### config.mk
export PLATFORM = sky130hd
export DESIGN_NAME = aq_fcnvt_dtos_ctrl
export DESIGN_NICKNAME = d
export VERILOG_FILES = /design/src/rtl/aq_fcnvt_pkg.sv /design/src/rtl/aq_fcnvt_dtos_d.sv /design/src/rtl/aq_fcnvt_dtos_ctrl.sv
export SDC_FILE = /design/constraint.sdc
export NUM_CORES = 1
export LEC_CHECK = 0
export ABC_AREA = 1
export BUFFER_PORTS_ARGS = -buffer_cell sky130_fd_sc_hd__buf_2
export CORE_MARGIN = 1
export CORE_UTILIZATION = 55
export DETAILED_ROUTE_END_ITERATION = 16
export PLACE_DENSITY_LB_ADDON = 0.1
export RECOVER_POWER = 50
export SYNTH_ARGS = -nofsm -noshare
export SYNTH_HDL_FRONTEND = slang
export SYNTH_SLANG_ARGS = --single-unit
### constraint.sdc
create_clock -name forever_cpuclk -period 9.2 [get_ports forever_cpuclk]
set_clock_uncertainty 0.15 [all_clocks]
set_input_delay 1.84 -clock forever_cpuclk [delete_from_list [all_inputs] [get_ports forever_cpuclk]]
set_output_delay 1.84 -clock forever_cpuclk [all_outputs]
set_load 0.01 [all_outputs]
### src/rtl/aq_fcnvt_pkg.sv
`default_nettype none
// ============================================================================
// Module      : aq_fcnvt_pkg
// Description : Shared constants and rounding helper for the fcnvt blocks.
// Revision    : 1.0 - initial release
// ============================================================================
package aq_fcnvt_pkg;

  // Rounding-mode encodings; 5..7 are treated as RNE.
  localparam logic [2:0] c_RM_RNE = 3'd0;
  localparam logic [2:0] c_RM_RTZ = 3'd1;
  localparam logic [2:0] c_RM_RDN = 3'd2;
  localparam logic [2:0] c_RM_RUP = 3'd3;
  localparam logic [2:0] c_RM_RMM = 3'd4;

  // Bit positions inside the {NV,DZ,OF,UF,NX} flag vector.
  localparam int c_FF_NX = 0;
  localparam int c_FF_UF = 1;
  localparam int c_FF_OF = 2;
  localparam int c_FF_DZ = 3;
  localparam int c_FF_NV = 4;

  localparam logic [31:0] c_CANON_NAN  = 32'h7FC0_0000;
  localparam logic [31:0] c_MAX_FINITE = 32'h7F7F_FFFF;
  localparam logic [31:0] c_POS_INF    = 32'h7F80_0000;

  // Double-exponent bounds: shifter window low/high edge and last normal.
  localparam logic [10:0] c_EXP_DENORM_LO = 11'd872;
  localparam logic [10:0] c_EXP_DENORM_HI = 11'd896;
  localparam logic [10:0] c_EXP_NORM_HI   = 11'd1150;

  // Decide whether the magnitude is incremented for the given rounding mode.
  function automatic logic round_up(input logic [2:0] rm, input logic s,
                                    input logic g, input logic st, input logic lsb);
    logic r;
    case (rm)
      c_RM_RTZ: r = 1'b0;
      c_RM_RDN: r = s & (g | st);
      c_RM_RUP: r = ~s & (g | st);
      c_RM_RMM: r = g;
      default:  r = g & (st | lsb);
    endcase
    return r;
  endfunction

endpackage
`default_nettype wire

### src/rtl/aq_fcnvt_dtos_d.sv
`default_nettype none
// ============================================================================
// Module      : aq_fcnvt_dtos_d
// Description : Denormal-range shifter. Aligns {1,f} of a double with exponent
//               872..896 to single-denormal units (2^-149); returns the integer
//               part and the shifted-out bits (guard at bit 53). Outside that
//               window it returns v=0, guard 0, sticky 1.
// Revision    : 1.0 - initial release
// ============================================================================
module aq_fcnvt_dtos_d
  import aq_fcnvt_pkg::*;
(
  input  logic [10:0] dtos_cnt_i,
  input  logic [51:0] dtos_src_i,
  output logic [23:0] dtos_v_o,
  output logic [53:0] dtos_x_o
);

  logic [10:0] w_sh;
  logic [77:0] w_shifted;

  // Exponent 896 needs no shift in this frame; each step lower drops one bit.
  assign w_sh      = c_EXP_DENORM_HI - dtos_cnt_i;
  assign w_shifted = {1'b0, 1'b1, dtos_src_i, 24'd0} >> w_sh;

  // Select the aligned result inside the window, else the tiny default.
  always_comb begin
    dtos_v_o = 24'd0;
    dtos_x_o = 54'd1;
    if ((dtos_cnt_i >= c_EXP_DENORM_LO) && (dtos_cnt_i <= c_EXP_DENORM_HI)) begin
      dtos_v_o = w_shifted[77:54];
      dtos_x_o = w_shifted[53:0];
    end
  end

endmodule
`default_nettype wire

### src/rtl/aq_fcnvt_dtos_ctrl.sv
`default_nettype none
// ============================================================================
// Module      : aq_fcnvt_dtos_ctrl
// Description : Shared fcvt.s.d unit, two round-robin requesters, two-stage
//               pipeline (operand register, then convert into result register).
// Revision    : 1.0 - initial release
// ============================================================================
module aq_fcnvt_dtos_ctrl
  import aq_fcnvt_pkg::*;
#(
  parameter int TAG_W = 5
) (
  input  logic             forever_cpuclk,
  input  logic             cpurst_b,
  input  logic             flush,
  input  logic             req0_vld,
  output logic             req0_rdy,
  input  logic [63:0]      req0_src,
  input  logic [2:0]       req0_rm,
  input  logic [TAG_W-1:0] req0_tag,
  input  logic             req1_vld,
  output logic             req1_rdy,
  input  logic [63:0]      req1_src,
  input  logic [2:0]       req1_rm,
  input  logic [TAG_W-1:0] req1_tag,
  output logic             res_vld,
  input  logic             res_rdy,
  output logic [31:0]      res_data,
  output logic [4:0]       res_fflags,
  output logic [TAG_W-1:0] res_tag,
  output logic             res_id
);

  logic             s1_vld_q, s1_vld_d;
  logic [63:0]      s1_src_q, s1_src_d;
  logic [2:0]       s1_rm_q, s1_rm_d;
  logic [TAG_W-1:0] s1_tag_q, s1_tag_d;
  logic             s1_id_q, s1_id_d;
  logic             rr_ptr_q, rr_ptr_d;
  logic             res_vld_q, res_vld_d;
  logic [31:0]      res_data_q, res_data_d;
  logic [4:0]       res_fflags_q, res_fflags_d;
  logic [TAG_W-1:0] res_tag_q, res_tag_d;
  logic             res_id_q, res_id_d;

  logic w_s2_go, w_s1_acc, w_win0, w_win1;

  // Handshake and round-robin arbitration; grants depend only on vld and state.
  assign w_s2_go  = s1_vld_q & (~res_vld_q | res_rdy);
  assign w_s1_acc = (~s1_vld_q | w_s2_go) & ~flush;
  assign w_win0   = req0_vld & (~req1_vld | ~rr_ptr_q);
  assign w_win1   = req1_vld & (~req0_vld | rr_ptr_q);
  assign req0_rdy = w_s1_acc & w_win0;
  assign req1_rdy = w_s1_acc & w_win1;

  // ---------------- stage 2 decode / round / pack ----------------
  logic        w_s;
  logic [10:0] w_e;
  logic [51:0] w_f;
  logic [23:0] w_v;
  logic [53:0] w_x;
  logic [7:0]  w_exp_n;
  logic [30:0] w_sum_n;
  logic        w_rup_n, w_rup_d, w_g_d, w_st_d, w_nx_d;
  logic        w_norm, w_ovf, w_tiny;
  logic [23:0] w_v_rnd;
  logic [31:0] w_ovf_data, w_res_data;
  logic [4:0]  w_res_flags;

  assign w_s = s1_src_q[63];
  assign w_e = s1_src_q[62:52];
  assign w_f = s1_src_q[51:0];

  aq_fcnvt_dtos_d u_dtos_d (
    .dtos_cnt_i (w_e),
    .dtos_src_i (w_f),
    .dtos_v_o   (w_v),
    .dtos_x_o   (w_x)
  );

  // Normal path: rebias by -896 (mod 256 equals +128); round carry ripples into exp.
  assign w_exp_n = w_e[7:0] + 8'd128;
  assign w_rup_n = round_up(s1_rm_q, w_s, w_f[28], |w_f[27:0], w_f[29]);
  assign w_sum_n = {w_exp_n, w_f[51:29]} + {30'd0, w_rup_n};
  assign w_norm  = w_e > c_EXP_DENORM_HI;
  assign w_ovf   = (w_e > c_EXP_NORM_HI) | (w_norm & (&w_sum_n[30:23]));

  // Denormal path: a carry into bit 23 yields the minimum normal naturally.
  assign w_g_d   = w_x[53];
  assign w_st_d  = |w_x[52:0];
  assign w_nx_d  = w_g_d | w_st_d;
  assign w_rup_d = round_up(s1_rm_q, w_s, w_g_d, w_st_d, w_v[0]);
  assign w_v_rnd = w_v + {23'd0, w_rup_d};

  // After-rounding tininess: only exp 896 that rounds up to 2^-126 escapes it.
  assign w_tiny = (w_e < c_EXP_DENORM_HI) |
                  ((w_e == c_EXP_DENORM_HI) & ~((&w_f[51:29]) & w_rup_n));

  // Overflow result depends on rounding direction relative to the sign.
  always_comb begin
    w_ovf_data = {w_s, c_POS_INF[30:0]};
    case (s1_rm_q)
      c_RM_RTZ: w_ovf_data = {w_s, c_MAX_FINITE[30:0]};
      c_RM_RDN: w_ovf_data = w_s ? {1'b1, c_POS_INF[30:0]} : c_MAX_FINITE;
      c_RM_RUP: w_ovf_data = w_s ? {1'b1, c_MAX_FINITE[30:0]} : c_POS_INF;
      default:  w_ovf_data = {w_s, c_POS_INF[30:0]};
    endcase
  end

  // Classify the operand and choose result and exception flags.
  always_comb begin
    w_res_data  = 32'd0;
    w_res_flags = 5'd0;
    if ((w_e == 11'h7FF) && (w_f != 52'd0)) begin
      w_res_data           = c_CANON_NAN;
      w_res_flags[c_FF_NV] = ~w_f[51];
    end else if (w_e == 11'h7FF) begin
      w_res_data = {w_s, c_POS_INF[30:0]};
    end else if ((w_e == 11'd0) && (w_f == 52'd0)) begin
      w_res_data = {w_s, 31'd0};
    end else if (w_ovf) begin
      w_res_data           = w_ovf_data;
      w_res_flags[c_FF_OF] = 1'b1;
      w_res_flags[c_FF_NX] = 1'b1;
    end else if (w_norm) begin
      w_res_data           = {w_s, w_sum_n};
      w_res_flags[c_FF_NX] = w_f[28] | (|w_f[27:0]);
    end else begin
      w_res_data           = {w_s, 7'd0, w_v_rnd};
      w_res_flags[c_FF_NX] = w_nx_d;
      w_res_flags[c_FF_UF] = w_nx_d & w_tiny;
    end
    w_res_flags[c_FF_DZ] = 1'b0;
  end

  // Next state for operand stage, result stage and round-robin pointer.
  always_comb begin
    s1_vld_d     = s1_vld_q;
    s1_src_d     = s1_src_q;
    s1_rm_d      = s1_rm_q;
    s1_tag_d     = s1_tag_q;
    s1_id_d      = s1_id_q;
    rr_ptr_d     = rr_ptr_q;
    res_vld_d    = res_vld_q;
    res_data_d   = res_data_q;
    res_fflags_d = res_fflags_q;
    res_tag_d    = res_tag_q;
    res_id_d     = res_id_q;
    if (flush) begin
      s1_vld_d = 1'b0;
    end else if (req0_rdy) begin
      s1_vld_d = 1'b1;
      s1_src_d = req0_src;
      s1_rm_d  = req0_rm;
      s1_tag_d = req0_tag;
      s1_id_d  = 1'b0;
      rr_ptr_d = 1'b1;
    end else if (req1_rdy) begin
      s1_vld_d = 1'b1;
      s1_src_d = req1_src;
      s1_rm_d  = req1_rm;
      s1_tag_d = req1_tag;
      s1_id_d  = 1'b1;
      rr_ptr_d = 1'b0;
    end else if (w_s2_go) begin
      s1_vld_d = 1'b0;
    end
    if (flush) begin
      res_vld_d = 1'b0;
    end else if (w_s2_go) begin
      res_vld_d    = 1'b1;
      res_data_d   = w_res_data;
      res_fflags_d = w_res_flags;
      res_tag_d    = s1_tag_q;
      res_id_d     = s1_id_q;
    end else if (res_rdy) begin
      res_vld_d = 1'b0;
    end
  end

  // State registers with asynchronous active-low reset.
  always_ff @(posedge forever_cpuclk or negedge cpurst_b) begin
    if (!cpurst_b) begin
      s1_vld_q     <= 1'b0;
      s1_src_q     <= 64'd0;
      s1_rm_q      <= 3'd0;
      s1_tag_q     <= '0;
      s1_id_q      <= 1'b0;
      rr_ptr_q     <= 1'b0;
      res_vld_q    <= 1'b0;
      res_data_q   <= 32'd0;
      res_fflags_q <= 5'd0;
      res_tag_q    <= '0;
      res_id_q     <= 1'b0;
    end else begin
      s1_vld_q     <= s1_vld_d;
      s1_src_q     <= s1_src_d;
      s1_rm_q      <= s1_rm_d;
      s1_tag_q     <= s1_tag_d;
      s1_id_q      <= s1_id_d;
      rr_ptr_q     <= rr_ptr_d;
      res_vld_q    <= res_vld_d;
      res_data_q   <= res_data_d;
      res_fflags_q <= res_fflags_d;
      res_tag_q    <= res_tag_d;
      res_id_q     <= res_id_d;
    end
  end

  assign res_vld    = res_vld_q;
  assign res_data   = res_data_q;
  assign res_fflags = res_fflags_q;
  assign res_tag    = res_tag_q;
  assign res_id     = res_id_q;

endmodule
`default_nettype wire

==> impl_results.md <==
- Status: finished with violations
- Failing checks: max-capacitance violations, max-slew violations
- Initial Util: 0.5591
- Sequential area share after synthesis: 0.2520
- Nets: 2208
- Worst path slowest cell: clkbuf_1
- Met1 wire length: 17.92 mm
- Fin. Hold Viols: 0
- Worst hold path type: reg -> reg
- Critical Path AT: 6.22 ns
- Slowest stage delay, CP: 2.69 ns
- Worst r2r src: s1_src_q[52]$_DFFE_PN0P_
- Mapped Area: 0.01172 mm²
- Vias: 14410
- Worst Max-Slew Pin Slew: 3.680 ns
- Place WS: 2.657 ns
- Post-DP HPWL: 33.38 mm
- Largest net degree at the start of global routing: 92
- Mapped Nets: 2101
- Distinct cells, synth: 53
- Die Wd: 148.0 µm
- Pwr dens: 275.6 mW/mm²
- Die Span Y: 148.0 µm
- Hold slack: 0.3315 ns
- Slew Viols, Final: 162
- Area Overhead vs Synth: 12.58%
- Drt first-iter violations: 1726
- WP buf/inv: 2
- Max_cap viols: 3
- CTS tree: built
- Pleak: 6.093 nW
- Vias in the first global route: 13100
- # hold bufs at CTS: 0
- R2r setup slk: 2.43 ns
- Skew-Pair Late Insertion Delay: 0.44 ns
- Highest routed layer: met4
- CTS sink count: 118
- Post-cts sizing count: 0
- DR WL met3: 3.939 mm
- Cell Chain, Critical Path: clkbuf_1, clkbuf_1
- Final cell count without fillers: 2340
- Tmin final: 6.955 ns
- Fin crit share: 0.7560
- Main synth FF type: dfrtp_1
- Total global-route track usage: 0.4031
- Routed wire length: 43.81 mm
- Grt total ovfl: 0
- Crit-path max FO: 73
- Final ANT Viol Nets: 0
- Worst Setup Slack, final: 2.245 ns
- Design Area, Final: 0.01319 mm²
- CP Launch Point: cpurst_b
- Top cell by count, worst path: clkbuf_1
- Max H-tree Level: 4
- Number of enable flip-flop cells after synthesis: 0
- DP Area: 0.01268 mm²
- Vias per inst: 6.158
- CTS root buffer: clkbuf_16
- Endpoints failing setup: 0
- Crit path kind: in -> async
- Syn Area/Cell: 6.030 µm²
- Max Fclk: 143.8 MHz
- Share of flip-flops with an asynchronous set or reset: 1.000
- Std-Cell Rows: 53
- Routed wl met2: 19.89 mm
- Io pins: 196
- FILL cells: 2079
- DRC: 0
- Initial antenna violation count: 2
- Core Box Area: 0.02096 mm²
- Layout cells sized above 1: 0.1333
- Final GP Congestion: 1.070
- Worst setup SP type: primary input
- RSZ-0062 raised after global routing: false
- VDD IR max: 0.1283 mV
- Port Buf Inserts: 194
- Clock slew at reported path FFs: 0.07 ns
- Max Buffers Root-to-Sink: 2
- Die footprint: 0.02189 mm²
- FF+latch count, synth: 118
- First-pass GRT wire length: 69.13 mm
- TritonRoute pass-1 iters: 7
- # Post-CTS Setup Buffers: 0
- Cells after Synth: 1943
- Wire per inst: 18.72 µm
- Dpl cells: 2306
- Slew HR: -1.454
- Worst Hold Launch: res_data[21]$_DFFE_PN0P_
- Setup_tns: 0 ns
- Critical path's top delay family: buffers and inverters
- Endpoint class of the critical path: async pin
- Worst Path Required: 8.47 ns
- CTS Buf Count: 17
- Synth warn: 0
routing by layer:
layer / track usage / up-vias
li1: - / 6845
met1: 0.5244 / 6637
met2: 0.6427 / 804
met3: 0.07778 / 124
met4: 0.1938 / 0
met5: 0 / -
per-stage QoR:
step	total power, mW	utilization
6_report	3.635	0.6294
3_5_place_dp	2.931	0.6051
2_1_floorplan	2.318	-
4_1_cts	3.596	0.6325
5_1_grt	3.885	0.6292
3_3_place_gp	2.909	0.6051
final timing paths:
path,end,cells after the start
worst max-delay path,s1_src_q[52]$_DFFE_PN0P_,2
max in group forever_cpuclk,res_data[8]$_DFFE_PN0P_,41
worst min-delay path,res_data[21]$_DFFE_PN0P_,2
worst max register to register,res_data[8]$_DFFE_PN0P_,41
min in group asynchronous,res_data[31]$_DFFE_PN0P_,1
worst min register to register,res_data[21]$_DFFE_PN0P_,2
registers in the layout, summed over array words and instances, names as in the netlist:
signal,flops
res_vld,1
s1_id_q,1
rr_ptr_q,1
s1_rm_q,3
s1_vld_q,1
res_data,32
res_tag,5
res_fflags,4
res_id,1
s1_src_q,64
s1_tag_q,5
Yosys cell counts, types with 4 or more instances:
cell,number,area (µm²)
nand2_1,582,2185
nand3_1,339,1697
nor2_1,135,506.7
inv_1,126,473.0
nand4_1,125,782.0
dfrtp_1,118,2953
o21ai_0,66,330.3
clkbuf_1,65,244.0
o211ai_1,57,427.9
a21oi_1,47,235.2
nor3_1,35,175.2
nor4_1,30,187.7
buf_1,27,101.4
buf_2,27,135.1
xor2_1,21,183.9
inv_2,19,71.32
nor2_2,11,68.82
nand2_2,10,62.56
o22ai_1,10,62.56
ha_1,8,100.1
o21ai_1,8,40.04
nand3_2,7,70.07
nor3_2,6,60.06
nand3b_1,5,37.54
nor2_4,5,56.30
o21a_1,5,37.54
a22o_1,4,35.03
buf_4,4,30.03
clkinv_1,4,15.01
placed cells by master (no fill, tap or decap), types with 3 or more instances in the layout:
master     instances
xor2_1            20
nor3_2             7
a22o_1             4
o21a_1             5
dfrtp_1          117
nand3b_1           5
buf_2            150
o21ai_1            8
ha_1               8
clkbuf_16         17
nand2_1          582
inv_1            126
clkbuf_1          47
clkinv_1           4
nor3_1            34
nor2_1           133
nand4_1          125
inv_6              5
o21ai_0           66
nor2_2            11
nand2_2           10
nand3_1          339
a311oi_1           3
nor4_1            30
buf_4             17
o211ai_1          57
o22ai_1           10
a31oi_1            3
inv_8              5
a21oi_1           47
nand3_2            7
nor2_4             7
inv_2             19
cell families (layout without fill, tap and decap cells):
group | after synthesis | count (layout) | share of synthesized area
AO/OA/AOI/OAI | 214 | 214 | 0.1120
XOR/XNOR | 24 | 24 | 0.01858
adder cells (fa/ha/maj) | 8 | 8 | 0.008544
buffers and inverters | 277 | 397 | 0.09515
flip-flops | 118 | 118 | 0.2520
other | 1 | 3 | 0.0003201
AND/OR/NAND/NOR | 1301 | 1301 | 0.5134
layout make-up:
class,count,area (µm²),share of cell area
Sequential cell,118,2954,0.2240
Clock inverter,15,148.9,0.01129
Inverter,151,570.5,0.04326
Multi-Input combinational cell,1548,7687,0.5828
Clock buffer,17,425.4,0.03225
Tap cell,275,344.1,0.02609
Antenna cell,2,5.005,0.0003794
Timing Repair Buffer,214,1055,0.07997
report_power, final:
| group | leakage, nW | switching, mW | internal, mW |
|---|---|---|---|
| Clock | 0.278 | 0.299 | 0.360 |
| Sequential | 1.44 | 0.174 | 0.663 |
| Combinational | 4.38 | 1.51 | 0.629 |
(Power assumes the default switching activity.)
